[src/rtl/opl3_reg_wr_arbiter.sv]
// OPL3 register-write arbiter.
// Merges two register-write requesters (host path and internal sequencer)
// into one register-write stream. After every issued write it enforces a
// minimum idle gap before the next grant.
// Optional feature macro: OPL3_REG_WR_ARB_RR_EN
//   defined   -> round-robin arbitration between the two requesters
//   undefined -> fixed priority, requester 0 wins on simultaneous requests

package opl3_pkg;

  // Width of register address and data fields.
  localparam int REG_FILE_DATA_WIDTH = 8;

  // One merged register write. valid is a single-cycle strobe.
  typedef struct packed {
    logic                           valid;
    logic                           bank_num;
    logic [REG_FILE_DATA_WIDTH-1:0] address;
    logic [REG_FILE_DATA_WIDTH-1:0] data;
  } opl3_reg_wr_t;

endpackage

module opl3_reg_wr_arbiter #(
  parameter int MIN_WR_GAP          = 4,
  parameter int REG_FILE_DATA_WIDTH = opl3_pkg::REG_FILE_DATA_WIDTH
) (
  input  logic                           clk,
  input  logic                           ic_n,
  // Requester 0: host path
  input  logic                           req0_valid,
  input  logic                           req0_bank_num,
  input  logic [REG_FILE_DATA_WIDTH-1:0] req0_address,
  input  logic [REG_FILE_DATA_WIDTH-1:0] req0_data,
  output logic                           req0_ready,
  // Requester 1: internal sequencer
  input  logic                           req1_valid,
  input  logic                           req1_bank_num,
  input  logic [REG_FILE_DATA_WIDTH-1:0] req1_address,
  input  logic [REG_FILE_DATA_WIDTH-1:0] req1_data,
  output logic                           req1_ready,
  // Merged write stream and status
  output opl3_pkg::opl3_reg_wr_t         reg_wr,
  output logic                           busy,
  output logic                           last_grant
);

  // The counter is loaded with MIN_WR_GAP-1 in ISSUE and counts down to zero
  // in GAP, so GAP lasts exactly MIN_WR_GAP cycles. Legal gap range 1..255
  // fits in eight bits.
  localparam logic [7:0] GAP_LOAD = 8'(MIN_WR_GAP - 1);

  typedef enum logic [1:0] {
    ST_IDLE  = 2'd0,
    ST_ISSUE = 2'd1,
    ST_GAP   = 2'd2
  } state_e;

  state_e                 state_q;
  logic [7:0]             gap_cnt_q;
  opl3_pkg::opl3_reg_wr_t reg_wr_q;
  logic                   last_grant_q;

  // Grant decisions for the current cycle; these double as the ready strobes.
  logic gnt0_d;
  logic gnt1_d;

  // Select which requester is accepted this cycle. Grants are only possible
  // in IDLE and never while the reset input is asserted, so a ready strobe
  // can never appear while the block is held in reset.
  always_comb begin
    gnt0_d = 1'b0;
    gnt1_d = 1'b0;
    if (ic_n && (state_q == ST_IDLE)) begin
`ifdef OPL3_REG_WR_ARB_RR_EN
      // Round robin: on a tie, serve the requester that was not served last.
      if (req0_valid && req1_valid) begin
        if (last_grant_q) begin
          gnt0_d = 1'b1;
        end else begin
          gnt1_d = 1'b1;
        end
      end else begin
        gnt0_d = req0_valid;
        gnt1_d = req1_valid;
      end
`else
      // Fixed priority: the host path always wins a tie.
      gnt0_d = req0_valid;
      gnt1_d = req1_valid & ~req0_valid;
`endif
    end else begin
      gnt0_d = 1'b0;
      gnt1_d = 1'b0;
    end
  end

  // Arbiter FSM: accept in IDLE, strobe the captured write in ISSUE, then
  // hold off further grants in GAP. The write strobe and payload are
  // registered here; the payload stays put until the next acceptance.
  always_ff @(posedge clk or negedge ic_n) begin
    if (!ic_n) begin
      state_q      <= ST_IDLE;
      gap_cnt_q    <= 8'd0;
      reg_wr_q     <= '0;
      last_grant_q <= 1'b1;
    end else begin
      case (state_q)
        ST_IDLE: begin
          if (gnt0_d) begin
            reg_wr_q.valid    <= 1'b1;
            reg_wr_q.bank_num <= req0_bank_num;
            reg_wr_q.address  <= req0_address;
            reg_wr_q.data     <= req0_data;
            last_grant_q      <= 1'b0;
            state_q           <= ST_ISSUE;
          end else if (gnt1_d) begin
            reg_wr_q.valid    <= 1'b1;
            reg_wr_q.bank_num <= req1_bank_num;
            reg_wr_q.address  <= req1_address;
            reg_wr_q.data     <= req1_data;
            last_grant_q      <= 1'b1;
            state_q           <= ST_ISSUE;
          end else begin
            state_q <= ST_IDLE;
          end
        end
        ST_ISSUE: begin
          // The strobe has been visible for this one cycle; drop it.
          reg_wr_q.valid <= 1'b0;
          gap_cnt_q      <= GAP_LOAD;
          state_q        <= ST_GAP;
        end
        ST_GAP: begin
          if (gap_cnt_q == 8'd0) begin
            state_q <= ST_IDLE;
          end else begin
            gap_cnt_q <= gap_cnt_q - 8'd1;
            state_q   <= ST_GAP;
          end
        end
        default: begin
          // Unreachable encoding: recover to a quiet IDLE.
          reg_wr_q.valid <= 1'b0;
          gap_cnt_q      <= 8'd0;
          state_q        <= ST_IDLE;
        end
      endcase
    end
  end

  assign req0_ready = gnt0_d;
  assign req1_ready = gnt1_d;
  assign reg_wr     = reg_wr_q;
  assign busy       = (state_q != ST_IDLE);
  assign last_grant = last_grant_q;

endmodule

[config.mk]
export PLATFORM = sky130hd
export DESIGN_NAME = opl3_reg_wr_arbiter
export DESIGN_NICKNAME = d
export VERILOG_FILES = /design/src/rtl/opl3_reg_wr_arbiter.sv
export SDC_FILE = /design/constraint.sdc
export NUM_CORES = 1
export LEC_CHECK = 0
export ABC_CLOCK_PERIOD_IN_PS = 2100
export BUFFER_PORTS_ARGS = -buffer_cell sky130_fd_sc_hd__buf_2
export CORE_MARGIN = 2
export CORE_UTILIZATION = 48
export DETAILED_ROUTE_END_ITERATION = 12
export PLACE_DENSITY = 0.86
export SKIP_LAST_GASP = 1
export SLEW_MARGIN = 20
export SYNTH_ARGS = -nofsm -noshare
export SYNTH_HDL_FRONTEND = slang
export SYNTH_SLANG_ARGS = --single-unit
[constraint.sdc]
create_clock -name clk -period 2.1 [get_ports clk]
set_clock_uncertainty 0.15 [all_clocks]
set_input_delay 0.42 -clock clk [delete_from_list [all_inputs] [get_ports clk]]
set_output_delay 0.42 -clock clk [all_outputs]
set_load 0.005 [all_outputs]
Word level (Yosys, flattened, before mapping). Index checks and enable logic that the tools add are counted.

Bitwise operators: 4. Eq/ne operators: 4. Mux-type cells: 13. Shifts and indexed selects: 0. Div/mod/pow operators: 0. Order comparisons: 0. Multipliers: 0. Reduce and logical (&&, ||, !) cells: 8. Add/sub/neg operators: 1.

Operator list (count): two-way mux 18 bit (2); one-hot mux 8 bit (3 select lines) (1); zero test 8 bit (1); two-way mux 8 bit (1); subtractor 8 x 1 -> 8 bit, second input constant (1); two-way mux 1 bit (6); one-hot mux 2 bit (3 select lines) (1); AND reduction 2 bit (3); nonzero test 2 bit (2); != test 3 bit, second input constant (1); NOT 1 bit (3); == test 2 x 1 -> 1 bit, second input constant (1); == test 2 bit, second input constant (1); zero test 2 bit (1); two-way mux 2 bit (1); != test 2 bit, second input constant (1); one-hot mux 1 bit (2 select lines) (1); bitwise AND 1 bit (1); logical AND 1 bit (1).

Bits of input ports: 38. Latch bits: 0. Output and inout port bits: 22. Memories kept: 0. RAM bits: 0. ROM bits: 0. Register bits after elaboration: 29. Logic and storage cells: 37.

Depth between registers and ports, before layout. Gate-level depths: netlist of the first run.

Depth in word-level cells: 6. Depth in mapped cells: 8. Depth with buffers taken out: 6.

Worst setup path after synthesis of the first run. OpenSTA, ideal clock, no wires.

Path kind: register to output. Start point: register state_q[0]. End point: output port req1_ready. Path buffers: 2. Stages on the path, launching flop included: 7. Data required time: 1530 ps. Data arrival time: 1238 ps. Path slack: 292 ps. Cell sequence: dfrtp_1 inv_1 ha_1 buf_2 nand3_1 buf_2 nor2_1.

Word-level cells in the longest chain between the ends: 3.

Ends and longest elaborated chain: start: declaration (line 59) `state_e state_q;`; start signal: assignment (line 103) `state_q <= ST_IDLE;`; start signal: assignment (line 116) `state_q <= ST_ISSUE;`; start signal: assignment (line 123) `state_q <= ST_ISSUE;`; zero test 2 bit (line 74) `if (ic_n && (state_q == ST_IDLE)) begin`; logical AND 1 bit (line 74); two-way mux 1 bit (line 74); end: declaration (line 41) `output logic req1_ready,`.

Every way passes these cells.

Final worst setup path of the first run.
Start point: register state_q[0]. End point: output port req0_ready.

Word-level cells in the longest chain between the ends: 3.

Ends and longest elaborated chain: zero test 2 bit (line 74); logical AND 1 bit (line 74); two-way mux 1 bit (line 74); end: declaration (line 35) `output logic req0_ready,`.

Every way passes these cells.

==> key figures, run 1 <==
Outcome
  • Run status: finished clean

Place
  • Port Buffers: 59
  • DPL Wire Length: 2.45 mm
  • Placer Congestion: 0.740
  • Inst Count DP: 243

Power and ir drop
  • Sw Ratio: 0.387
  • Pwr Density: 1200 mW/mm^2
  • Leakage: 1.05 nW
  • Clock Power Share: 0.140
  • Pint: 1.40 mW
  • Sequential power share: 0.414
  • VDD IR max: 0.000709 V
  • Gate power share: 0.446
  • Net Switching: 883 uW

Floorplan
  • Core area: 0.00300 mm^2
  • Die Width: 59.8 um
  • Num ports: 60
  • Starting density of the core: 0.498
  • # rows: 20
  • Die area: 0.00357 mm^2
  • Die height: 59.8 um

Worst setup path
  • RR Endpoint: gap_cnt_q[6]$_DFFE_PN0P_
  • Worst path top cell family by delay: flip-flops
  • CP cell instances: inv_2 -> ha_2 -> nand3_2 -> inv_4 -> buf_2
  • CP startpoint kind: register
  • Worst Path Buf+Inv: 3
  • Worst setup path category: register to output port
  • Worst reg-to-reg path cell count: 6
  • R2r startpoint: state_q[0]$_DFF_PN0_
  • CP endpoint kind: output port
  • Crit path DAT: 1400 ps
  • Crit path launch: state_q[0]$_DFF_PN0_
  • WP depth: 5
  • R2r setup slk: 270 ps
  • Critical Path RT: 1530 ps
  • Slowest stage delay, CP: 420 ps
  • Critical-path maximum fanout: 9
  • Max stage delay cell, worst path: dfrtp_1

Route
  • DRT Pass-1 Iters: 4
  • Wire per inst: 12.9 um
  • Initial drt markers: 33
  • Post-DRT Antenna Nets: 0
  • WL final: 3.25 mm
  • Vias after detailed routing: 1346
  • Via density: 5.34
  • Remaining DRCs: 0

Clock tree
  • CTS max path bufs: 2
  • Num CTS Buffers: 5
  • Postcts setup bufs: 0
  • CTS H-Tree Depth: 2
  • CTS tree: done
  • Root Driver: clkbuf_4
  • Clock latency on the worst-skew pair: 320 ps
  • Clock sink count: 29
  • Clk slew on worst S/H paths: 90 ps

Synthesis
  • Synth top area cells: dfrtp_1 (47%), mux2i_1 (11%), o21ai_0 (8.4%), nand2_1 (5.5%), ha_1 (5.0%)
  • Biggest area consumer among synthesized cells: dfrtp_1
  • Syn Nets: 196
  • Netlist cell types: 27
  • Cell Area, Synth: 0.00149 mm^2
  • Synth warnings: 0
  • Register area share after synthesis: 0.487
  • Post-Synthesis Cells: 152
  • Synth top area share: 0.469
  • Seq cells post-synth: 29
  • Avg Inst Size Synth: 9.83 um^2

Cells and area
  • Proportion of layout cells with a drive suffix above 1: 0.370
  • Finished Layout Cells: 252
  • Ant diodes: 0
  • Layout Nets: 262
  • Area grow syn2layout: 27.7%

STA
  • RSZ-0062 raised after global routing: false
  • Max Slew Vio Count: 0
  • Max-Slew Margin vs Limit: 0.721
  • Final hold violations: 0
  • Tcrit/Tclk final: 0.936
  • Setup TNS: 0 ps
  • Final hold slack: 144 ps
  • Slew @ Worst Pin: 417 ps
  • Max Freq: 509 MHz
  • Fin crit period: 1970 ps
  • Final Setup Violations: 0

GRT
  • First-pass GRT wire length: 5.44 mm
  • Total track usage: 0.209
  • Initial antenna violation count: 0
  • Pin count of the biggest net entering global routing: 29
  • Gr ovfl total: 0
  • Vias in the first global route: 1215

Worst hold path
  • Tightest Hold Check Type: input port to register
  • Hold Crit Depth: 3
  • Hold path endpoint: reg_wr[15]$_DFFE_PN0P_
  • Min-delay src: req0_address[7]

Run
  • Max-Cap Viols: 0
## cell type report
cell class / instances / area (um^2)
clock buffer: 6 / 41.3
clock inverter: 2 / 10.0
fill: 241 / 1090
inverter: 9 / 36.3
multi-input combinational: 108 / 709
sequential: 29 / 727
tap: 33 / 41.3
timing repair buffer: 65 / 343
## cells in the mapped netlist
| cell type | count |
|---|---|
| nand2_1 | 22 |
| nor4_1 | 1 |
| nor3_2 | 2 |
| buf_4 | 1 |
| a21oi_1 | 7 |
| clkbuf_1 | 1 |
| a21o_1 | 2 |
| o21a_1 | 1 |
| ha_1 | 6 |
| a31oi_2 | 1 |
| nand4_1 | 1 |
| nand3_1 | 6 |
| nand4b_1 | 2 |
| a21oi_2 | 1 |
| dfrtp_1 | 28 |
| o211ai_1 | 1 |
| nor2b_1 | 3 |
| nor3b_1 | 1 |
| o21ai_0 | 25 |
| nor4b_4 | 1 |
| inv_1 | 8 |
| a31oi_1 | 1 |
| dfstp_2 | 1 |
| clkinv_1 | 1 |
| nor2_1 | 7 |
| mux2i_1 | 17 |
| buf_2 | 4 |
## worst max-delay path by stage
stage / to / slack, ps
after floorplan: req1_ready / 290
after global placement: req0_ready / 330
after detailed placement: req0_ready / 270
after CTS: req0_ready / 20
after global routing: req0_ready / 20
final: req0_ready / 130
## cell usage in the layout (no fill, tap or decap)
cell and n:
a21oi_1 7, ha_1 5, nor3_2 2, clkbuf_1 1, buf_4 5, nor4_1 1
inv_2 1, nand3_2 1, nand2_1 22, nor2_1 7, nor2b_1 3, a31oi_2 1
dfrtp_1 28, inv_1 7, o211ai_1 1, o21ai_0 25, a21o_1 2, ha_2 1
o21a_1 1, dfstp_2 1, dlygate4sd3_1 1, nor4b_4 1, nand4_1 1, nor3b_1 1
clkinv_2 2, nand3_1 5, nand4b_1 2, clkbuf_4 5, buf_2 59, a31oi_1 1
mux2i_1 17, inv_4 1, a21oi_2 1
## cell families (layout without fill, tap and decap cells)
kind of cell,Yosys count,in the layout,share of synthesized area
simple gates,46,46,0.160
compound gates,39,39,0.146
flops,29,29,0.487
mux,17,17,0.114
buf+inv,15,82,0.0435
fa+ha+maj,6,6,0.0502
## flip-flops by register name, summed over array words and instances (netlist names)
name and flops:
state_q 2, gap_cnt_q 8, reg_wr 18, last_grant 1
## through the flow
step                total power, mW   util  area, um^2  worst slack, ps
floorplan                      1.57      -        1490              292
global placement               1.93  0.612        1840              334
detailed placement             1.96  0.612        1840              266
CTS                            2.29  0.633        1900             17.1
global route                   2.48  0.635        1910             21.6
finish                         2.28  0.635        1910              134
## routing by layer
layer | part of all wire | track usage | up-vias
met5 | 0 | 0 | -
met4 | 0.016 | 0.0762 | 0
met3 | 0.075 | 0.0714 | 5
met2 | 0.48 | 0.332 | 51
met1 | 0.42 | 0.262 | 630
li1 | - | - | 660
## worst register-to-register path: cells and delay by family, from the launching register on
kind                     cells  cell delay [ps]
AO/OA/AOI/OAI                1              170
adder cells (fa/ha/maj)      1              290
AND/OR/NAND/NOR              3              630
flip-flops                   1              420
buffers and inverters        1               90
## timing repair
| action | in CTS | in global routing |
|---|---|---|
| gates resized for setup | 1 | 4 |
| hold buffers | 1 | 0 |
| hold endpoints to repair | 28 | 0 |
| endpoints found under the setup margin | 1 | 1 |
## power by group through the flow
| stage | Combinational [mW] | Sequential [mW] | Clock, mW |
|---|---|---|---|
| floorplan | 0.618 | 0.953 | 0 |
| global placement | 0.980 | 0.949 | 0 |
| detailed placement | 1.01 | 0.948 | 0 |
| CTS | 1.02 | 0.946 | 0.329 |
| global route | 1.15 | 0.975 | 0.362 |
| finish | 1.02 | 0.946 | 0.320 |
Note: power is estimated with default switching activity, not from simulation.
==> run 2, diff against run 1 <==
--- a/config.mk
+++ b/config.mk
@@ -7,8 +7,10 @@
 export LEC_CHECK = 0
 export ABC_CLOCK_PERIOD_IN_PS = 2100
 export BUFFER_PORTS_ARGS = -buffer_cell sky130_fd_sc_hd__buf_2
+export CELL_PAD_IN_SITES_DETAIL_PLACEMENT = 0
+export CELL_PAD_IN_SITES_GLOBAL_PLACEMENT = 1
 export CORE_MARGIN = 2
-export CORE_UTILIZATION = 48
+export CORE_UTILIZATION = 35
 export DETAILED_ROUTE_END_ITERATION = 12
 export PLACE_DENSITY = 0.86
 export SKIP_LAST_GASP = 1
==> key figures, run 2 (synthesis results as in run 1) <==
Floorplan
  • Core area: 0.00406 mm^2
  • Num ports: 60
  • Die height: 69.3 um
  • Starting density of the core: 0.368
  • Die area: 0.00481 mm^2
  • # rows: 23
  • Die Width: 69.3 um

STA
  • Tcrit/Tclk final: 0.954
  • Final Setup Violations: 0
  • Max-Slew Margin vs Limit: 0.710
  • Max Freq: 499 MHz
  • Slew @ Worst Pin: 432 ps
  • Post-route setup slack: 95.8 ps
  • RSZ-0062 raised after global routing: false
  • Fin crit period: 2000 ps
  • Final hold violations: 0
  • Max Slew Vio Count: 0

Route
  • Via density: 4.84
  • DRT Pass-1 Iters: 4
  • Remaining DRCs: 0
  • Vias after detailed routing: 1307
  • WL final: 3.38 mm
  • Post-DRT Antenna Nets: 0
  • Initial drt markers: 50
  • Wire per inst: 12.5 um

Cells and area
  • Finished Layout Cells: 270
  • Commonest non-fill, non-tap cell in the layout: buf_2
  • Area grow syn2layout: 31.7%
  • Core Util, Final: 0.485
  • Layout Nets: 263
  • Max reg flops: 18
  • Most frequent cells in the layout: buf_2 (59), dfrtp_1 (28), o21ai_0 (25)
  • Proportion of layout cells with a drive suffix above 1: 0.373
  • Ant diodes: 0

Clock tree
  • Num CTS Buffers: 5
  • CTS tree: done
  • CTS max path bufs: 2
  • CTS H-Tree Depth: 2
  • Clock latency on the worst-skew pair: 270 ps
  • Hold buffers post-CTS: 0
  • Clock sink count: 29
  • Clk slew on worst S/H paths: 60 ps
  • Root Driver: clkbuf_8

Worst setup path
  • Worst reg-to-reg path cell count: 6
  • CP startpoint kind: register
  • Crit path DAT: 1430 ps
  • R2r startpoint: gap_cnt_q[0]$_DFFE_PN0P_
  • CP endpoint kind: output port
  • Critical Path RT: 1530 ps
  • R2r setup slk: 360 ps
  • Worst setup path category: register to output port
  • RR Endpoint: gap_cnt_q[5]$_DFFE_PN0P_
  • Critical-path maximum fanout: 8

GRT
  • First-pass GRT wire length: 5.87 mm
  • Total track usage: 0.149
  • Gr busiest metal: met2
  • Initial antenna violation count: 0
  • Met3 usage: 0.0480
  • Met1 Use GR: 0.194
  • Gr ovfl total: 0
  • Pin count of the biggest net entering global routing: 30
  • Vias in the first global route: 1289
  • Grt met2 use: 0.235

Place
  • DPL Wire Length: 2.54 mm
  • Pre-CTS setup slack: 286 ps
  • Placer Congestion: 0.820
  • Inst Count DP: 262
  • Port Buffers: 59

Power and ir drop
  • Sw Ratio: 0.369
  • Clock Power Share: 0.178
  • Leakage: 1.06 nW
  • VDD IR max: 0.000541 V
  • Gate power share: 0.428
  • Net Switching: 891 uW
  • Power Total: 2.41 mW
  • Pwr Density: 1230 mW/mm^2
  • Sequential power share: 0.394
  • Pint: 1.52 mW

Outcome
  • Run status: finished clean

Worst hold path
  • Tightest Hold Check Type: input port to asynchronous set/reset pin

Run
  • Max-Cap Viols: 0
## run 2: cell count changes in the layout (fill, tap and decap cells not counted), sizes merged
| cell | delta |
|---|---|
| clkinv | -1 |
| inv | -1 |
| dlygate4sd3 | -1 |
| clkbuf | +2 |
| buf | +2 |
## run 2: worst max path at each step
stage                          from         end  slack, ps  depth (start not counted)
2_1_floorplan  state_q[0]$_DFF_PN0_  req1_ready        290                          6
3_3_place_gp   state_q[0]$_DFF_PN0_  req0_ready        340                          6
3_5_place_dp   state_q[0]$_DFF_PN0_  req0_ready        290                          6
4_1_cts        state_q[0]$_DFF_PN0_  req0_ready         -5                          6
5_1_grt        state_q[1]$_DFF_PN0_  req0_ready          7                          6
6_report       state_q[1]$_DFF_PN0_  req0_ready        100                          6
## run 2: metrics by stage
stage	hold slack, ps	instance area, um^2	setup TNS (ps)
final	69.5	1970	0
after global routing	108	1970	0
after CTS	62.6	1960	-4.94
after detailed placement	303	1870	0
after global placement	296	1870	0
after floorplan	-25.6	1490	0
## run 2: cell type report
class | instances | area (um^2)
Multi-Input combinational cell | 108 | 714
Fill cell | 400 | 2090
Tap cell | 50 | 62.6
Timing Repair Buffer | 66 | 348
Inverter | 9 | 35.0
Sequential cell | 29 | 727
Clock buffer | 8 | 80.1
## run 2: critical path, stage by stage (launching register included)
cell	delay, ps
dfrtp_1	410
inv_1	90
ha_2	200
buf_4	160
nand3_2	120
clkinv_2	80
buf_2	110
## run 2: power by group through the flow
stage	combinational [mW]	sequential (mW)	clock, mW
2_1_floorplan	0.618	0.953	0
3_3_place_gp	1.03	0.952	0
3_5_place_dp	1.04	0.949	0
4_1_cts	1.03	0.953	0.445
5_1_grt	1.16	0.986	0.471
6_report	1.03	0.950	0.430
## run 2: metal layers
metal / wire length [um] / part of all wire / vias up
li1: - / - / 656
met1: 1540 / 0.46 / 593
met2: 1530 / 0.45 / 51
met3: 262 / 0.077 / 7
met4: 45 / 0.013 / 0
met5: 0 / 0 / -
## run 2: what timing repair did
| item | in CTS | in global routing |
|---|---|---|
| resized for setup | 2 | 3 |
| hold endpoints to repair | 0 | 0 |
| endpoints found under the setup margin | 2 | 2 |
| cloned | 0 | 0 |
| buffers inserted | 0 | 0 |
